## config.mk

```make
export PLATFORM = sky130hd
export DESIGN_NAME = affine_had_accum_flat
export DESIGN_NICKNAME = d
export VERILOG_FILES = /design/src/rtl/affine_had_if.sv /design/src/rtl/affine_had_accum.sv /design/src/flat_wrapper.sv
export SDC_FILE = /design/constraint.sdc
export NUM_CORES = 1
export LEC_CHECK = 0
export ABC_AREA = 1
export CAP_MARGIN = 10
export CORE_UTILIZATION = 25
export CTS_BUF_LIST = sky130_fd_sc_hd__clkbuf_4 sky130_fd_sc_hd__clkbuf_8 sky130_fd_sc_hd__clkbuf_16
export DETAILED_ROUTE_END_ITERATION = 7
export PLACE_DENSITY_LB_ADDON = 0.2
export SETUP_SLACK_MARGIN = 0.1
export SLEW_MARGIN = 15
export SYNTH_ARGS = -nofsm -noshare
export SYNTH_HDL_FRONTEND = slang
export SYNTH_SLANG_ARGS = --single-unit
```

## constraint.sdc

```tcl
create_clock -name clk -period 6.5 [get_ports clk]
set_clock_uncertainty 0.1 [all_clocks]
set_input_delay 0.65 -clock clk [delete_from_list [all_inputs] [get_ports clk]]
set_output_delay 0.65 -clock clk [all_outputs]
set_load 0.01 [all_outputs]
```

## src/rtl/affine_had_if.sv

```systemverilog
// Hadamard-cost handshake between affine_control (master) and affine_had_accum (slave).
// AFFINE_HAD_EARLY_TERM_EN adds cost_bound / early_term.
interface affine_had_if #(
  parameter int SATD_W = 12,
  parameter int COST_W = 16
);
  logic              start;
  logic [5:0]        num_of_sub_blk;
  logic              en;
  logic              export_data_had;
  logic [SATD_W-1:0] sub_satd;
  logic [COST_W-1:0] had_4_param;
  logic [COST_W-1:0] had_6_param;
  logic              had_valid;
  logic              busy;
`ifdef AFFINE_HAD_EARLY_TERM_EN
  logic [COST_W-1:0] cost_bound;
  logic              early_term;

  modport master (
    output start, num_of_sub_blk, en, export_data_had, sub_satd, cost_bound,
    input  had_4_param, had_6_param, had_valid, busy, early_term
  );
  modport slave (
    input  start, num_of_sub_blk, en, export_data_had, sub_satd, cost_bound,
    output had_4_param, had_6_param, had_valid, busy, early_term
  );
`else
  modport master (
    output start, num_of_sub_blk, en, export_data_had, sub_satd,
    input  had_4_param, had_6_param, had_valid, busy
  );
  modport slave (
    input  start, num_of_sub_blk, en, export_data_had, sub_satd,
    output had_4_param, had_6_param, had_valid, busy
  );
`endif
endinterface

```

## src/rtl/affine_had_accum.sv

```systemverilog
// Accumulates per-sub-block SATD over a 4-param pass then a 6-param pass.
// Optional feature: AFFINE_HAD_EARLY_TERM_EN (cost_bound early termination).
module affine_had_accum #(
  parameter int SATD_W = 12,
  parameter int COST_W = 16,
  parameter int ACC_W  = 18
) (
  input logic         clk,
  input logic         rst_n,
  affine_had_if.slave bus
);

  typedef enum logic [1:0] {IDLE, ACC4, ACC6} state_t;

  state_t            state, state_next;
  logic [ACC_W-1:0]  acc, sum;
  logic [6:0]        cnt, n_blk;
  logic              acc_take, last_take, add_ok;
  logic [COST_W-1:0] pass_result;
  logic [COST_W-1:0] had4, had6;
  logic              valid;

  function automatic logic [COST_W-1:0] sat(input logic [ACC_W-1:0] x);
    return (x > ACC_W'({COST_W{1'b1}})) ? '1 : x[COST_W-1:0];
  endfunction

  assign acc_take  = bus.en & bus.export_data_had & (state != IDLE);
  assign sum       = acc + ACC_W'(bus.sub_satd);
  assign last_take = acc_take & ((cnt + 7'd1) == n_blk);

`ifdef AFFINE_HAD_EARLY_TERM_EN
  logic [COST_W-1:0] bound;
  logic              pass_term, term_now, early_term_q;

  assign term_now    = acc_take & ~pass_term & (sum > ACC_W'(bound));
  assign add_ok      = ~(pass_term | term_now);
  assign pass_result = add_ok ? sat(sum) : '1;
  assign bus.early_term = early_term_q;

  // Termination only freezes the sum; cnt keeps advancing so timing is unchanged.
  always_ff @(posedge clk) begin
    if (!rst_n) begin
      bound        <= '0;
      pass_term    <= 1'b0;
      early_term_q <= 1'b0;
    end else if (state == IDLE) begin
      if (bus.start) begin
        bound        <= bus.cost_bound;
        pass_term    <= 1'b0;
        early_term_q <= 1'b0;
      end
    end else if (acc_take) begin
      pass_term <= last_take ? 1'b0 : (pass_term | term_now);
      if (last_take)
        early_term_q <= early_term_q | pass_term | term_now;
    end
  end
`else
  assign add_ok      = 1'b1;
  assign pass_result = sat(sum);
`endif

  always_ff @(posedge clk) begin
    if (!rst_n) state <= IDLE;
    else        state <= state_next;
  end

  always_comb begin
    state_next = state;
    unique case (state)
      IDLE:    if (bus.start) state_next = ACC4;
      ACC4:    if (last_take) state_next = ACC6;
      ACC6:    if (last_take) state_next = IDLE;
      default: state_next = IDLE;
    endcase
  end

  always_ff @(posedge clk) begin
    if (!rst_n) begin
      acc   <= '0;
      cnt   <= '0;
      n_blk <= '0;
      had4  <= '0;
      had6  <= '0;
      valid <= 1'b0;
    end else begin
      valid <= 1'b0;
      if (state == IDLE) begin
        if (bus.start) begin
          n_blk <= (bus.num_of_sub_blk == '0) ? 7'd64 : {1'b0, bus.num_of_sub_blk};
          acc   <= '0;
          cnt   <= '0;
        end
      end else if (acc_take) begin
        if (last_take) begin
          acc <= '0;
          cnt <= '0;
          if (state == ACC4) begin
            had4 <= pass_result;
          end else begin
            had6  <= pass_result;
            valid <= 1'b1;
          end
        end else begin
          cnt <= cnt + 7'd1;
          if (add_ok) acc <= sum;
        end
      end
    end
  end

  assign bus.had_4_param = had4;
  assign bus.had_6_param = had6;
  assign bus.had_valid   = valid;
  assign bus.busy        = (state != IDLE);

endmodule
```

## src/flat_wrapper.sv

```systemverilog
// flat-port wrapper written by rule: the top's interface ports become plain ports
module affine_had_accum_flat 
#(
  parameter int SATD_W = 12,
  parameter int COST_W = 16,
  parameter int ACC_W  = 18
)
  (clk, rst_n, bus_start, bus_num_of_sub_blk, bus_en, bus_export_data_had, bus_sub_satd, bus_had_4_param, bus_had_6_param, bus_had_valid, bus_busy);
  affine_had_if #(.SATD_W(SATD_W), .COST_W(COST_W)) bus_i ();
  input logic clk;
  input logic rst_n;
  input wire logic [$bits(bus_i.start)-1:0] bus_start;
  input wire logic [$bits(bus_i.num_of_sub_blk)-1:0] bus_num_of_sub_blk;
  input wire logic [$bits(bus_i.en)-1:0] bus_en;
  input wire logic [$bits(bus_i.export_data_had)-1:0] bus_export_data_had;
  input wire logic [$bits(bus_i.sub_satd)-1:0] bus_sub_satd;
  output wire logic [$bits(bus_i.had_4_param)-1:0] bus_had_4_param;
  output wire logic [$bits(bus_i.had_6_param)-1:0] bus_had_6_param;
  output wire logic [$bits(bus_i.had_valid)-1:0] bus_had_valid;
  output wire logic [$bits(bus_i.busy)-1:0] bus_busy;
  assign bus_i.start = bus_start;
  assign bus_i.num_of_sub_blk = bus_num_of_sub_blk;
  assign bus_i.en = bus_en;
  assign bus_i.export_data_had = bus_export_data_had;
  assign bus_i.sub_satd = bus_sub_satd;
  assign bus_had_4_param = bus_i.had_4_param;
  assign bus_had_6_param = bus_i.had_6_param;
  assign bus_had_valid = bus_i.had_valid;
  assign bus_busy = bus_i.busy;
  affine_had_accum #(.SATD_W(SATD_W), .COST_W(COST_W), .ACC_W(ACC_W)) u_core (.clk(clk), .rst_n(rst_n), .bus(bus_i));
endmodule
```

### Word level (Yosys, flattened, before mapping)

Cells that the tools add are included.

* bits in writable memories: 0
* output and inout bits: 34
* memories kept: 0
* bits in latches: 0
* bits in read-only memories: 0
* flip-flop bits (word level): 67
* input port bits: 23
* logic and storage cells: 49

* add/sub/neg operators: 2
* multiply operators: 0
* bitwise operators: 8
* order comparisons: 1
* eq/ne operators: 6
* div/mod/pow operators: 0
* reduce and logical (&&, ||, !) cells: 10
* mux-type cells: 15
* shifts and indexed selects: 0

Operators with widths (count)
* 2-to-1 mux 18 bit: 4
* 2-to-1 mux 7 bit: 5
* adder 18 x 12 -> 18 bit: 1
* greater-than comparator 18 x 16 -> 1 bit (second input constant): 1
* 2-to-1 mux 16 bit: 1
* AND reduction 4 bit: 2
* adder 7 x 1 -> 7 bit (second input constant): 1
* equality test 7 bit: 1
* zero test 6 bit: 1
* 2-to-1 mux 2 bit: 3
* case mux 2 bit (3 select lines): 1
* NOT 1 bit: 5
* inequality test 2 x 1 -> 1 bit (second input constant): 2
* AND reduction 2 bit: 2
* nonzero test 2 bit: 2
* OR reduction 4 bit: 1
* bitwise AND 1 bit: 3
* AND reduction 3 bit: 1
* equality test 2 x 1 -> 1 bit (second input constant): 1
* equality test 2 bit (second input constant): 1
* zero test 2 bit: 1
* inequality test 2 bit (second input constant): 1
* 2-to-1 mux 1 bit: 1

### Logic depth before layout (Yosys ltp)

Gate-level depths: netlist of run 1.

* word-level depth: 6
* gate-level depth with buffers: 16

### Worst setup path before layout of run 1

OpenSTA, ideal clock, no wires.

* kind: input to register
* from: in bus_sub_satd[0]
* to: reg u_core.had4[11], in the netlist u_core.bus.had_4_param[11]
* slack: 3930 ps
* required time: 6288 ps
* stages: 16
* data arrival time: 2359 ps
* path buffers: 1
* cell sequence: ha_1 -> inv_1 -> fa_1 -> inv_1 -> nand3_1 -> nand2_1 -> nand2_1 -> nand2_1 -> nand2_1 -> nand2_1 -> nand3_1 -> nand2_2 -> buf_6 -> nand3_1 -> nor2_1 -> nor2_1

* word-level cells in the longest chain between the ends: 3

Ends and longest elaborated chain
* from (decl): line flat_wrapper.sv:16 `input wire logic [$bits(bus_i.sub_satd)-1:0] bus_sub_satd;`
* adder 18 x 12 -> 18 bit *: line affine_had_accum.sv:28 `assign sum = acc + ACC_W'(bus.sub_satd);`
* greater-than comparator 18 x 16 -> 1 bit: line affine_had_accum.sv:24 `return (x > ACC_W'({COST_W{1'b1}})) ? '1 : x[COST_W-1:0];`
* 2-to-1 mux 16 bit *: line affine_had_accum.sv:24
* to (signal assigned): line affine_had_accum.sv:99 `had4 <= pass_result;`
* to (decl): line affine_had_accum.sv:20 `logic [COST_W-1:0] had4, had6;`

Every way passes the cells marked *; elsewhere a longest branch is shown, timed or not.
A chain may end at the register's enable or synchronous reset.

### Worst setup path after layout of run 1

* from: in bus_sub_satd[0]
* to: reg u_core.had4[8], in the netlist u_core.bus.had_4_param[8]

The elaborated chain is that of the path after synthesis.

==> impl_metrics.csv, run 1 <==
group,metric,value,unit
run_status,outcome,"finished clean",
placement,gp_congestion,0.830,
flow_run,cap_violations,0,
power_and_ir_drop,clkPwrFrac,0.470,
critical_path,critical_path_required,6.62,ns
critical_path,cp-end-kind,"register",
worst_hold_path,holdPathEnd,"u_core.acc[11]$_SDFFE_PN0P_",
floorplanning,die-area,0.0165,mm2
synth,ys_top_cells_by_area,"dfxtp_1 (33%), nand2_1 (18%), nor2_1 (8.8%)",
critical_path,crit_family,"simple AND/OR/NAND/NOR gates",
synth,postSynthAreaPerCell,6.45,um2
worst_hold_path,hold_path_depth,2,
critical_path,crit_path_cell_trace,"clkdlybuf4s50_1, ha_1, inv_1, fa_1, inv_1, nand3_1, nand2_1, nand2_1, nand2_1, nand2_1, nand2_1, nand3_1, nand2_2, nand3_1, nor2_1, nor2_1",
power_and_ir_drop,ir_drop,0.149,mV
clocking,post-cts-setup-buffers,0,
global_routing,grt_max_degree,41,
route,postRouteWirelength,10500,um
clocking,clk_path_buf_depth,2,
synth,ys_seq_area_frac,0.335,
placement,port-buffer-count,56,
timing,rsz0062_at_grt,"false",
clocking,cts_tree,"done",
floorplanning,fp.dieW,129,um
route,dr_total_vias,3805,
clocking,cts_buffers,9,
critical_path,critPathKind,"in -> reg",
global_routing,grt_pass1_vias,3585,
timing,drv_slew,0,
power_and_ir_drop,p_switching,248,uW
power_and_ir_drop,internal-power,731,uW
critical_path,reg2reg_to,"u_core.bus.had_4_param[8]$_SDFFE_PN0P_",
floorplanning,rows,45,
clocking,cts_resized,0,
critical_path,cpMostUsedCell,"nand2_1",
synth,ys_seq_elements,67,
final_layout,mostFrequentLayoutCells,"nand2_1 (188), nor2_1 (94), inv_1 (82)",
critical_path,r2r-start,"u_core.acc[0]$_SDFFE_PN0P_",
floorplanning,die_h,129,um
floorplanning,initial_core_util,0.260,
floorplanning,coreArea,0.0154,mm2
final_layout,nets,706,
clocking,cts-root-buf,"clkbuf_16",
timing,finalCritPeriodShare,0.486,
clocking,hold_buffers,0,
timing,max_freq,317,MHz
critical_path,startpoint_type,"input port",
critical_path,path_buf_inv,3,
route,viasPerCell,4.30,
synth,synth.top_cell.area_share,0.335,
final_layout,final_common_cell,"nand2_1",
critical_path,rr_worst_depth,15,
synth,synthesis.nets,659,
timing,slew_headroom,0.612,
global_routing,antenna_found_initial,0,
synth,syn_area,0.00401,mm2
clocking,insertion_delay,0.33,ns
final_layout,utilization,0.323,
synth,ys_types,34,
critical_path,reg2reg_setup_slack,3.86,ns
floorplanning,num_io_pins,57,
timing,tns,0,ns
synth,syn_inst,622,
timing,whs,0.369,ns
final_layout,diodes,0,
route,drtPass1Iterations,4,
timing,setup_violations,0,
clocking,cts.clk_slew.worst_paths,0.06,ns
clocking,clock_sinks,67,
synth,synth_top_area_cell,"dfxtp_1",
final_layout,nFillCells,1706,
critical_path,worstPathArrival,3.28,ns
timing,final_hold_viol_count,0,
synth,yosysWarnings,0,
global_routing,grt_pass1_wl,17500,um
route,wl_per_cell,11.8,um
route,ant_nets,0,
power_and_ir_drop,power_density,197,mW/mm2
power_and_ir_drop,power.leakage,0.00225,uW
timing,finalCriticalPeriod,3.16,ns
worst_hold_path,hold_class,"reg -> reg",
worst_hold_path,hold_start,"u_core.acc[11]$_SDFFE_PN0P_",
route,drcViolationCount,0,
timing,worst_pin_slew,0.582,ns
power_and_ir_drop,combPwrFrac,0.100,
route,first_iter_violations,314,
global_routing,grt_usage,0.134,
final_layout,areaGrowthSynthToFinish,24.3,%
placement,place_hpwl,7670,um
critical_path,critPathMaxStageDelay,0.50,ns
critical_path,cp_max_fo,16,
final_layout,drive_gt1_frac,0.0682,
clocking,htreeDepth,3,
power_and_ir_drop,seqPwrFrac,0.430,
global_routing,grt_overflow,0,
critical_path,crit_slowest_cell,"clkdlybuf4s50_1",
power_and_ir_drop,swShare,0.253,
-- per-layer routing --
| layer | vias to the layer above | global-route usage | wire length [um] |
|---|---|---|---|
| li1 | 2028 | - | - |
| met1 | 1698 | 0.189 | 5470 |
| met2 | 73 | 0.208 | 4510 |
| met3 | 6 | 0.0220 | 395 |
| met4 | 0 | 0.0436 | 89 |
| met5 | - | 0 | 0 |
-- cell type report --
cell class | instances | area, um2 | area share
Tap cell | 211 | 264 | 0.0530
Multi-Input combinational cell | 449 | 2210 | 0.443
Clock inverter | 4 | 26.3 | 0.00527
Sequential cell | 67 | 1340 | 0.269
Clock buffer | 12 | 254 | 0.0510
Timing Repair Buffer | 58 | 576 | 0.115
Inverter | 84 | 315 | 0.0633
-- per-stage QoR --
stage / power [uW] / instance area, um2 / worst slack [ns] / std cells
floorplan: 492 / 4010 / 3.93 / 622
global placement: 528 / 4700 / 3.09 / 869
detailed placement: 528 / 4700 / 3.02 / 869
CTS: 994 / 4980 / 3.35 / 885
global route: 1030 / 4980 / 3.06 / 885
finish: 979 / 4980 / 3.34 / 885
-- synth_stat cells --
cell type / n
a32oi_1: 1
and2_1: 2
nand4_1: 16
xor2_1: 5
nor2_4: 1
nand3_2: 2
clkinv_1: 1
nand2_1: 188
clkbuf_1: 4
nand3_4: 3
nor3_2: 1
dfxtp_1: 67
nand3_1: 41
a22oi_1: 1
nor2_8: 1
nor2_1: 94
buf_6: 5
nor2_2: 2
ha_1: 13
buf_1: 1
buf_2: 8
inv_1: 82
or2_4: 1
fa_1: 1
nand2_4: 1
buf_4: 4
xnor2_1: 6
nand3b_1: 6
o21ai_0: 10
inv_2: 1
a21oi_4: 1
nor3_1: 2
nand2_2: 14
a21oi_1: 36
-- power groups by stage --
stage	logic [uW]	clock network, uW	registers [uW]
global route	111	497	422
global placement	98.4	0	430
floorplan	63.6	0	428
CTS	99.2	474	421
finish	98.1	460	421
detailed placement	98.4	0	430
-- worst max path at each step --
stage / startpoint / end / slack [ns] / cells after the start
floorplan: bus_sub_satd[0] / u_core.bus.had_4_param[11]$_SDFFE_PN0P_ / 3.93 / 16
global placement: bus_sub_satd[0] / u_core.bus.had_4_param[7]$_SDFFE_PN0P_ / 3.09 / 16
detailed placement: bus_sub_satd[0] / u_core.bus.had_4_param[7]$_SDFFE_PN0P_ / 3.02 / 16
CTS: bus_sub_satd[0] / u_core.bus.had_4_param[8]$_SDFFE_PN0P_ / 3.35 / 16
global route: bus_sub_satd[0] / u_core.bus.had_4_param[13]$_SDFFE_PN0P_ / 3.06 / 16
finish: bus_sub_satd[0] / u_core.bus.had_4_param[8]$_SDFFE_PN0P_ / 3.34 / 16
-- flip-flops by register name (all words and copies together) (netlist names) --
signal                  flops
u_core.acc                 18
u_core.bus.had_4_param     16
u_core.bus.had_6_param     16
u_core.bus.had_valid        1
u_core.cnt                  7
u_core.n_blk                7
u_core.state                2
-- worst min-delay path, cell delays in order, from the launching register on --
cell     delay, ns
dfxtp_1       0.31
nand2_1       0.06
a21oi_1       0.06
-- kinds of logic after synthesis --
family / Yosys count / share of synthesized area
simple gates: 375 / 0.415
buf+inv: 106 / 0.115
flops: 67 / 0.335
compound gates: 49 / 0.0655
fa+ha+maj: 14 / 0.0456
xor+xnor: 11 / 0.0240
Power figures use the tool's default switching activity.
==> run 2, diff against run 1 <==
Clock period 6.5 ns to 2.9 ns, I/O delays scaled along.
==> impl_metrics.csv, run 2 (synthesis gave the netlist of run 1 again) <==
group,metric,value,unit
flow_run,cap_violations,0,
timing,layout_setup_ws,0.396,ns
floorplanning,initial_core_util,0.260,
route,postRouteWirelength,10500,um
timing,worst_pin_slew,0.588,ns
final_layout,drive_gt1_frac,0.0778,
route,drtPass1Iterations,4,
power_and_ir_drop,power.leakage,0.00231,uW
route,viasPerCell,4.28,
route,wl_per_cell,11.8,um
critical_path,startpoint_type,"register",
global_routing,grt_usage,0.135,
critical_path,critPathKind,"reg -> reg",
placement,dp_slack,-0.0250,ns
worst_hold_path,hold_class,"reg -> reg",
clocking,cts_tree,"done",
clocking,cts_buffers,9,
critical_path,endpoint,"u_core.acc[10]$_SDFFE_PN0P_",
floorplanning,die_h,129,um
clocking,hold_buffers,0,
critical_path,cp_max_fo,14,
power_and_ir_drop,seqPwrFrac,0.399,
timing,slew_headroom,0.607,
global_routing,grt_pass1_wl,17500,um
floorplanning,die-area,0.0165,mm2
route,drcViolationCount,0,
clocking,cts_resized,0,
route,ant_nets,0,
timing,max_freq,399,MHz
power_and_ir_drop,internal-power,1790,uW
power_and_ir_drop,power_density,464,mW/mm2
global_routing,grt_overflow,0,
critical_path,worstPathArrival,2.60,ns
power_and_ir_drop,p_switching,573,uW
clocking,htreeDepth,3,
power_and_ir_drop,combPwrFrac,0.095,
clocking,post-cts-setup-buffers,0,
timing,finalCriticalPeriod,2.50,ns
critical_path,r2r-start,"u_core.cnt[1]$_SDFFE_PN0P_",
placement,gp_congestion,0.799,
floorplanning,fp.dieW,129,um
critical_path,rr_worst_depth,10,
timing,rsz0062_at_grt,"false",
final_layout,largest_register_ffs,18,
timing,drv_slew,0,
final_layout,areaGrowthSynthToFinish,26.8,%
final_layout,utilization,0.330,
power_and_ir_drop,swShare,0.243,
clocking,cts.clk_slew.worst_paths,0.06,ns
placement,port-buffer-count,56,
route,dr_total_vias,3815,
critical_path,cp-end-kind,"register",
critical_path,critical_path_required,3.00,ns
global_routing,grt_max_degree,34,
final_layout,nets,713,
route,first_iter_violations,231,
critical_path,reg2reg_setup_slack,0.40,ns
final_layout,diodes,0,
final_layout,mostFrequentLayoutCells,"nand2_1 (188), nor2_1 (94), inv_1 (82)",
floorplanning,coreArea,0.0154,mm2
power_and_ir_drop,ir_drop,0.248,mV
final_layout,final_common_cell,"nand2_1",
global_routing,antenna_found_initial,0,
power_and_ir_drop,clkPwrFrac,0.506,
critical_path,reg2reg_to,"u_core.acc[10]$_SDFFE_PN0P_",
floorplanning,num_io_pins,57,
floorplanning,rows,45,
timing,setup_violations,0,
timing,final_hold_viol_count,0,
final_layout,regMostFlops,"u_core.acc",
global_routing,grt_pass1_vias,3569,
clocking,insertion_delay,0.34,ns
critical_path,critPathLaunch,"u_core.cnt[1]$_SDFFE_PN0P_",
clocking,clock_sinks,67,
timing,finalCritPeriodShare,0.863,
placement,place_hpwl,7720,um
clocking,cts-root-buf,"clkbuf_16",
clocking,clk_path_buf_depth,2,
run_status,outcome,"finished clean",
run 2: critical path, stage by stage (launching register included):
cell and delay [ns]:
dfxtp_1 0.42, ha_1 0.36, nand3_1 0.11, nand2_1 0.12, nand2_1 0.07, nand2_1 0.06
nand3_1 0.11, nor2_4 0.25, nand2_1 0.41, nand4_1 0.26, a21oi_1 0.09
run 2: worst min path at each step:
| stage | start | to | slack (ns) | cells past startpoint |
|---|---|---|---|---|
| final | u_core.acc[7]$_SDFFE_PN0P_ | u_core.acc[7]$_SDFFE_PN0P_ | 0.37 | 2 |
| after floorplan | bus_num_of_sub_blk[0] | u_core.n_blk[0]$_SDFFE_PN0P_ | 0.32 | 2 |
| after CTS | u_core.acc[0]$_SDFFE_PN0P_ | u_core.acc[0]$_SDFFE_PN0P_ | 0.37 | 2 |
| after detailed placement | u_core.acc[0]$_SDFFE_PN0P_ | u_core.acc[0]$_SDFFE_PN0P_ | 0.36 | 2 |
| after global placement | u_core.acc[0]$_SDFFE_PN0P_ | u_core.acc[0]$_SDFFE_PN0P_ | 0.36 | 2 |
| after global routing | u_core.acc[11]$_SDFFE_PN0P_ | u_core.acc[11]$_SDFFE_PN0P_ | 0.38 | 2 |
run 2: layout make-up:
type / instances / area (um2)
clock inverters: 6 / 90.1
well taps: 211 / 264
multi-input cells: 449 / 2210
fillers: 1716 / 10300
inverters: 84 / 315
flip-flops and latches: 67 / 1340
clock buffers: 10 / 233
repair buffers: 65 / 628
run 2: metrics by stage:
step	setup TNS, ns	hold WS, ns	total power, uW	instance area (um2)	cells
after floorplan	0	0.325	1100	4010	622
after global placement	0	0.355	1190	4760	876
after detailed placement	-0.0861	0.360	1190	4760	876
after CTS	0	0.370	2400	5080	892
after global routing	0	0.383	2470	5080	892
final	0	0.369	2360	5080	892
run 2: power groups by stage:
stage	clock, uW	sequential [uW]	combinational, uW
2_1_floorplan	0	960	143
3_3_place_gp	0	962	225
3_5_place_dp	0	962	226
4_1_cts	1230	942	227
5_1_grt	1270	944	255
6_report	1190	942	224
run 2: routing by layer:
layer	share of wire	global-route usage
met5	0	0
met4	0.0068	0.0394
met3	0.035	0.0308
met2	0.43	0.209
met1	0.52	0.186
